`config.mk`:
```
export PLATFORM = sky130hd
export DESIGN_NAME = poly_mem_writer
export DESIGN_NICKNAME = d
export VERILOG_FILES = /design/src/rtl/poly_mem_writer.sv
export SDC_FILE = /design/constraint.sdc
export NUM_CORES = 1
export LEC_CHECK = 0
export CORE_MARGIN = 2
export CORE_UTILIZATION = 45
export CTS_CLUSTER_DIAMETER = 40
export DETAILED_ROUTE_END_ITERATION = 10
export PLACE_DENSITY = 0.83
export SYNTH_ARGS = -nofsm -noshare
export SYNTH_HDL_FRONTEND = slang
export SYNTH_SLANG_ARGS = --single-unit
```
`constraint.sdc`:
```
create_clock -name clk -period 1.66 [get_ports clk]
set_clock_uncertainty 0.05 [all_clocks]
set_input_delay 0.166 -clock clk [delete_from_list [all_inputs] [get_ports clk]]
set_output_delay 0.166 -clock clk [all_outputs]
set_load 0.05 [all_outputs]
```
`src/rtl/poly_mem_writer.sv`:
```
// poly_mem_writer
// Feeds the 13-bit coefficient memories of the SNTRUP757 datapath. Each
// accepted signed coefficient is reduced to [0, Q) and written to
// BASE_ADDR + index. The write enable, address and data are all registered.
// After P coefficients the block pulses done.
//
// Optional feature: define WRITER_PAD_EN to zero-fill offsets P..PAD_LEN-1
// before done.
//
// state | meaning
// IDLE  | waiting for start
// LOAD  | accepting coefficients, one write per accepted beat
// PAD   | zero-filling the padded tail (WRITER_PAD_EN only)
// FIN   | one-cycle done pulse, busy dropped
module poly_mem_writer #(
   parameter int P             = 757,
   parameter int Q             = 4591,
   parameter int RAM_WIDTH     = 13,
   parameter int RAM_ADDR_BITS = 11,
   parameter int BASE_ADDR     = 0,
   parameter int PAD_LEN       = 768
) (
   input  logic                     clk,
   input  logic                     rst,
   input  logic                     start,
   input  logic                     in_valid,
   input  logic [13:0]              in_data,
   output logic                     in_ready,
   output logic                     write_enable,
   output logic [RAM_ADDR_BITS-1:0] write_address,
   output logic [RAM_WIDTH-1:0]     input_data,
   output logic                     busy,
   output logic                     done,
   output logic                     err
);

   // The counter is sized for the larger of P and PAD_LEN so that one
   // counter serves both the load and pad phases.
   localparam int CNT_MAX = (PAD_LEN > P) ? PAD_LEN : P;
   localparam int IDX_W   = $clog2(CNT_MAX + 1);

   localparam logic signed [13:0]         Q_S    = 14'(Q);
   localparam logic signed [13:0]         NEG_Q  = 14'(-Q);
   localparam logic [RAM_ADDR_BITS-1:0]   BASE_A = RAM_ADDR_BITS'(BASE_ADDR);
   localparam logic [IDX_W-1:0]           LAST_P = IDX_W'(P - 1);

`ifdef WRITER_PAD_EN
   localparam bit               HAS_PAD  = (PAD_LEN > P);
   localparam logic [IDX_W-1:0] LAST_PAD = IDX_W'(PAD_LEN - 1);

   typedef enum logic [1:0] {
      IDLE = 2'd0,
      LOAD = 2'd1,
      FIN  = 2'd2,
      PAD  = 2'd3
   } state_t;
`else
   typedef enum logic [1:0] {
      IDLE = 2'd0,
      LOAD = 2'd1,
      FIN  = 2'd2
   } state_t;
`endif

   state_t                   state_q;
   logic [IDX_W-1:0]         idx_q;
   logic                     in_ready_q;
   logic                     we_q;
   logic [RAM_ADDR_BITS-1:0] addr_q;
   logic [RAM_WIDTH-1:0]     data_q;
   logic                     busy_q;
   logic                     done_q;
   logic                     err_q;

   logic signed [13:0]       x_s;
   logic [RAM_WIDTH-1:0]     red_d;
   logic                     oor_d;
   logic                     accept;

   assign accept = in_valid && in_ready_q;

   // Reduce the incoming signed coefficient into [0, Q), and flag values outside (-Q, Q).
   always_comb begin
      x_s   = signed'(in_data);
      red_d = '0;
      oor_d = 1'b0;
      if (!x_s[13] && (x_s < Q_S)) begin
         red_d = RAM_WIDTH'(x_s);
      end else if (x_s[13] && (x_s > NEG_Q)) begin
         red_d = RAM_WIDTH'(x_s + Q_S);
      end else begin
         oor_d = 1'b1;
      end
   end

   // Sequencing FSM. All outputs are registered here.
   always_ff @(posedge clk or posedge rst) begin
      if (rst) begin
         state_q    <= IDLE;
         idx_q      <= '0;
         in_ready_q <= 1'b0;
         we_q       <= 1'b0;
         addr_q     <= '0;
         data_q     <= '0;
         busy_q     <= 1'b0;
         done_q     <= 1'b0;
         err_q      <= 1'b0;
      end else begin
         we_q   <= 1'b0;
         done_q <= 1'b0;
         case (state_q)
            IDLE: begin
               if (start) begin
                  state_q    <= LOAD;
                  idx_q      <= '0;
                  err_q      <= 1'b0;
                  busy_q     <= 1'b1;
                  in_ready_q <= 1'b1;
               end
            end
            LOAD: begin
               if (accept) begin
                  we_q   <= 1'b1;
                  addr_q <= BASE_A + RAM_ADDR_BITS'(idx_q);
                  data_q <= red_d;
                  idx_q  <= idx_q + IDX_W'(1);
                  if (oor_d) begin
                     err_q <= 1'b1;
                  end
                  if (idx_q == LAST_P) begin
                     in_ready_q <= 1'b0;
`ifdef WRITER_PAD_EN
                     if (HAS_PAD) begin
                        state_q <= PAD;
                     end else begin
                        state_q <= FIN;
                     end
`else
                     state_q <= FIN;
`endif
                  end
               end
            end
`ifdef WRITER_PAD_EN
            PAD: begin
               we_q   <= 1'b1;
               addr_q <= BASE_A + RAM_ADDR_BITS'(idx_q);
               data_q <= '0;
               idx_q  <= idx_q + IDX_W'(1);
               if (idx_q == LAST_PAD) begin
                  state_q <= FIN;
               end
            end
`endif
            FIN: begin
               done_q  <= 1'b1;
               busy_q  <= 1'b0;
               state_q <= IDLE;
            end
            default: begin
               state_q    <= IDLE;
               in_ready_q <= 1'b0;
               busy_q     <= 1'b0;
            end
         endcase
      end
   end

   assign in_ready      = in_ready_q;
   assign write_enable  = we_q;
   assign write_address = addr_q;
   assign input_data    = data_q;
   assign busy          = busy_q;
   assign done          = done_q;
   assign err           = err_q;

endmodule
```
==> metrics.yaml <==
status: "finished clean"
cp_cell_sequence: "nand4b_1 > buf_4 > a211o_4 > buf_4 > o2bb2ai_1 > a21o_1"
cp-end-kind: "flip-flop"
slew_viol_final: 0
synth_seq_cells: 40
p_leak_nw: 1.50
clockBufferDepth: 2
antenna_found_initial: 0
place_inst: 357
post_drt_wl_per_cell_um: 14.6
postCtsHoldBufs: 0
fin_area_um2: 3080
insertion_delay_ns: 0.29
final_net_count: 339
drc: 0
htreeDepth: 2
worstPathRequired_ns: 1.84
ir_worst_vdd_v: 0.000878
path_buf_inv: 2
grt_max_degree: 41
synth_ff_type: "dfrtp_1"
viasPerCell: 5.47
fin_setup_tns_ns: 0
period_needed_ns: 1.61
path_class: "reg2reg"
cp_top_family: "compound AO/OA/AOI/OAI gates"
drt_iter0_markers: 120
syn_avg_cell_area_um2: 9.35
rsz0062_at_grt: "true"
grt_pass1_wl_mm: 8.91
cp_slowest_cell: "dfrtp_1"
slowest_delay_ns: 0.41
rows: 25
setup_viol: 0
vias: 2029
cap_violations: 0
grt_usage_pct: 21.6
antenna_cells: 0
grt_pass1_vias: 1947
die_h_um: 72.8
top_level_ports: 47
cp_max_fo: 7
syn_to_final_growth_pct: 44.6
clk_pin_slew_ns: 0.08
fmax_ghz: 0.620
fin_worst_hold_slack_ns: 0.134
final_util_pct: 66.6
fp.dieW_um: 72.8
async_reset_ff_share_pct: 100
core_region_area_um2: 4630
syn_area_um2: 2130
cts_made_buffers: 5
clock_sinks: 40
final_cells: 371
drive_above_1_share_pct: 35.0
r2r_slack_ns: 0.05
p_total_mw: 4.19
worstSetupStartpointType: "flip-flop"
dpl_cell_area_um2: 2830
final.period_utilization_pct: 97.1
dp_hpwl_mm: 3.76
cts_tree: "done"
synth_edf_count: 0
cpMostUsedCell: "buf_4"
cp.arrival_ns: 1.80
wl_mm: 5.40
min_path_type: "in2reg"
cts_root_buf: "clkbuf_8"
ant_nets: 0
dpl_worst_slack_ns: -0.575
gp_congestion: 0.912
synth.net_count: 251
synth_seq_area_share_pct: 46.9
postSynthCellCount: 228
synth_warnings: 0
port_buffers: 45
die-area_um2: 5300
overflow: 0
layout_setup_ws_ns: 0.0478
cellPowerDensity_nw_per_um2: 1360
synth_cell_types: 51
hold_viol_final: 0
initial_core_util_pct: 46.1
dr.pass1.iters: 4
## worst reg2reg max path: stages (launching register included)
cell,delay [ns]
dfrtp_1,0.41
nand4b_1,0.19
buf_4,0.19
a211o_4,0.30
buf_4,0.15
o2bb2ai_1,0.15
a21o_1,0.13
## routing by layer
layer	GRT usage (%)	wire, um	up-vias
li1	-	-	958
met1	27.7	2270	977
met2	35.5	2730	73
met3	5.66	222	21
met4	7.41	168	0
met5	0	0	-
## cell families after synthesis
family          after synthesis  synth area share [%]
buf+inv                      23                  5.40
fa+ha+maj                     5                  2.93
compound gates               44                  15.7
xor+xnor                     14                  5.75
other cells                   1                 0.176
flops                        40                  46.9
simple gates                101                  23.1
## cell type report
type                       instances  area [um^2]
timing repair buffer              92          741
tap                               54         67.6
clock buffer                       6         72.6
fill                             362         1550
multi-input combinational        165         1140
clock inverter                     2         12.5
sequential                        40         1000
inverter                          12         46.3
## layout by cell type, fill, tap and decap left out, types with 3 or more instances in the layout
cell,n
a21oi_1,5
buf_4,72
clkbuf_8,5
clkdlybuf4s50_1,4
dfrtp_1,39
dlygate4sd2_1,10
ha_1,4
inv_1,10
nand2_1,46
nand3_1,5
nand4_1,4
nand4b_1,3
nor2_1,20
nor3_1,3
nor3b_1,3
o21ai_0,7
o21ai_1,4
xnor2_1,6
xor2_1,8
## sequential cells by signal, indices dropped and copies added (netlist names), 2 cells and up
register	count
idx_q	10
input_data	13
state_q	2
write_address	10
## synthesized netlist by cell type (3+ instances only)
cell type  instances  area share (%)
nand4_1            4             1.2
ha_1               5             2.9
nor2_1            22             3.9
a21oi_1            7             1.6
dfrtp_1           40              47
nand3_1            5             1.2
buf_6              3             1.6
nand2_1           46             8.1
nor3_1             3            0.70
clkbuf_1           5            0.88
xnor2_1            6             2.5
a221oi_1           3             1.2
nand4b_1           3             1.2
xor2_1             8             3.3
nor3b_1            3             1.1
o21ai_0           11             2.6
inv_1             11             1.9
## path summary, 6_finish.rpt
path | from | to | cells after the start
worst max-delay path | state_q[1] | input_data[8] | 6
worst min-delay path | in_data[0] | input_data[0] | 3
worst max register to register | state_q[1] | input_data[8] | 6
worst min register to register | write_address[6] | write_address[6] | 2
max in group asynchronous | rst | in_ready | 3
min in group asynchronous | rst | idx_q[1] | 3
## power by group
group          internal [mW]  switching, mW
Sequential              1.23          0.176
Combinational          0.748           1.41
Clock                  0.294          0.331
Total                   2.27           1.91
## timing repair
action / 4_1_cts / 5_1_grt
endpoints found under the setup margin: 14 / 17
endpoints found under the hold margin: 0 / 0
resized for setup: 29 / 18
pin swaps: 9 / 6
setup buffers: 6 / 0
(Power assumes the default switching activity.)
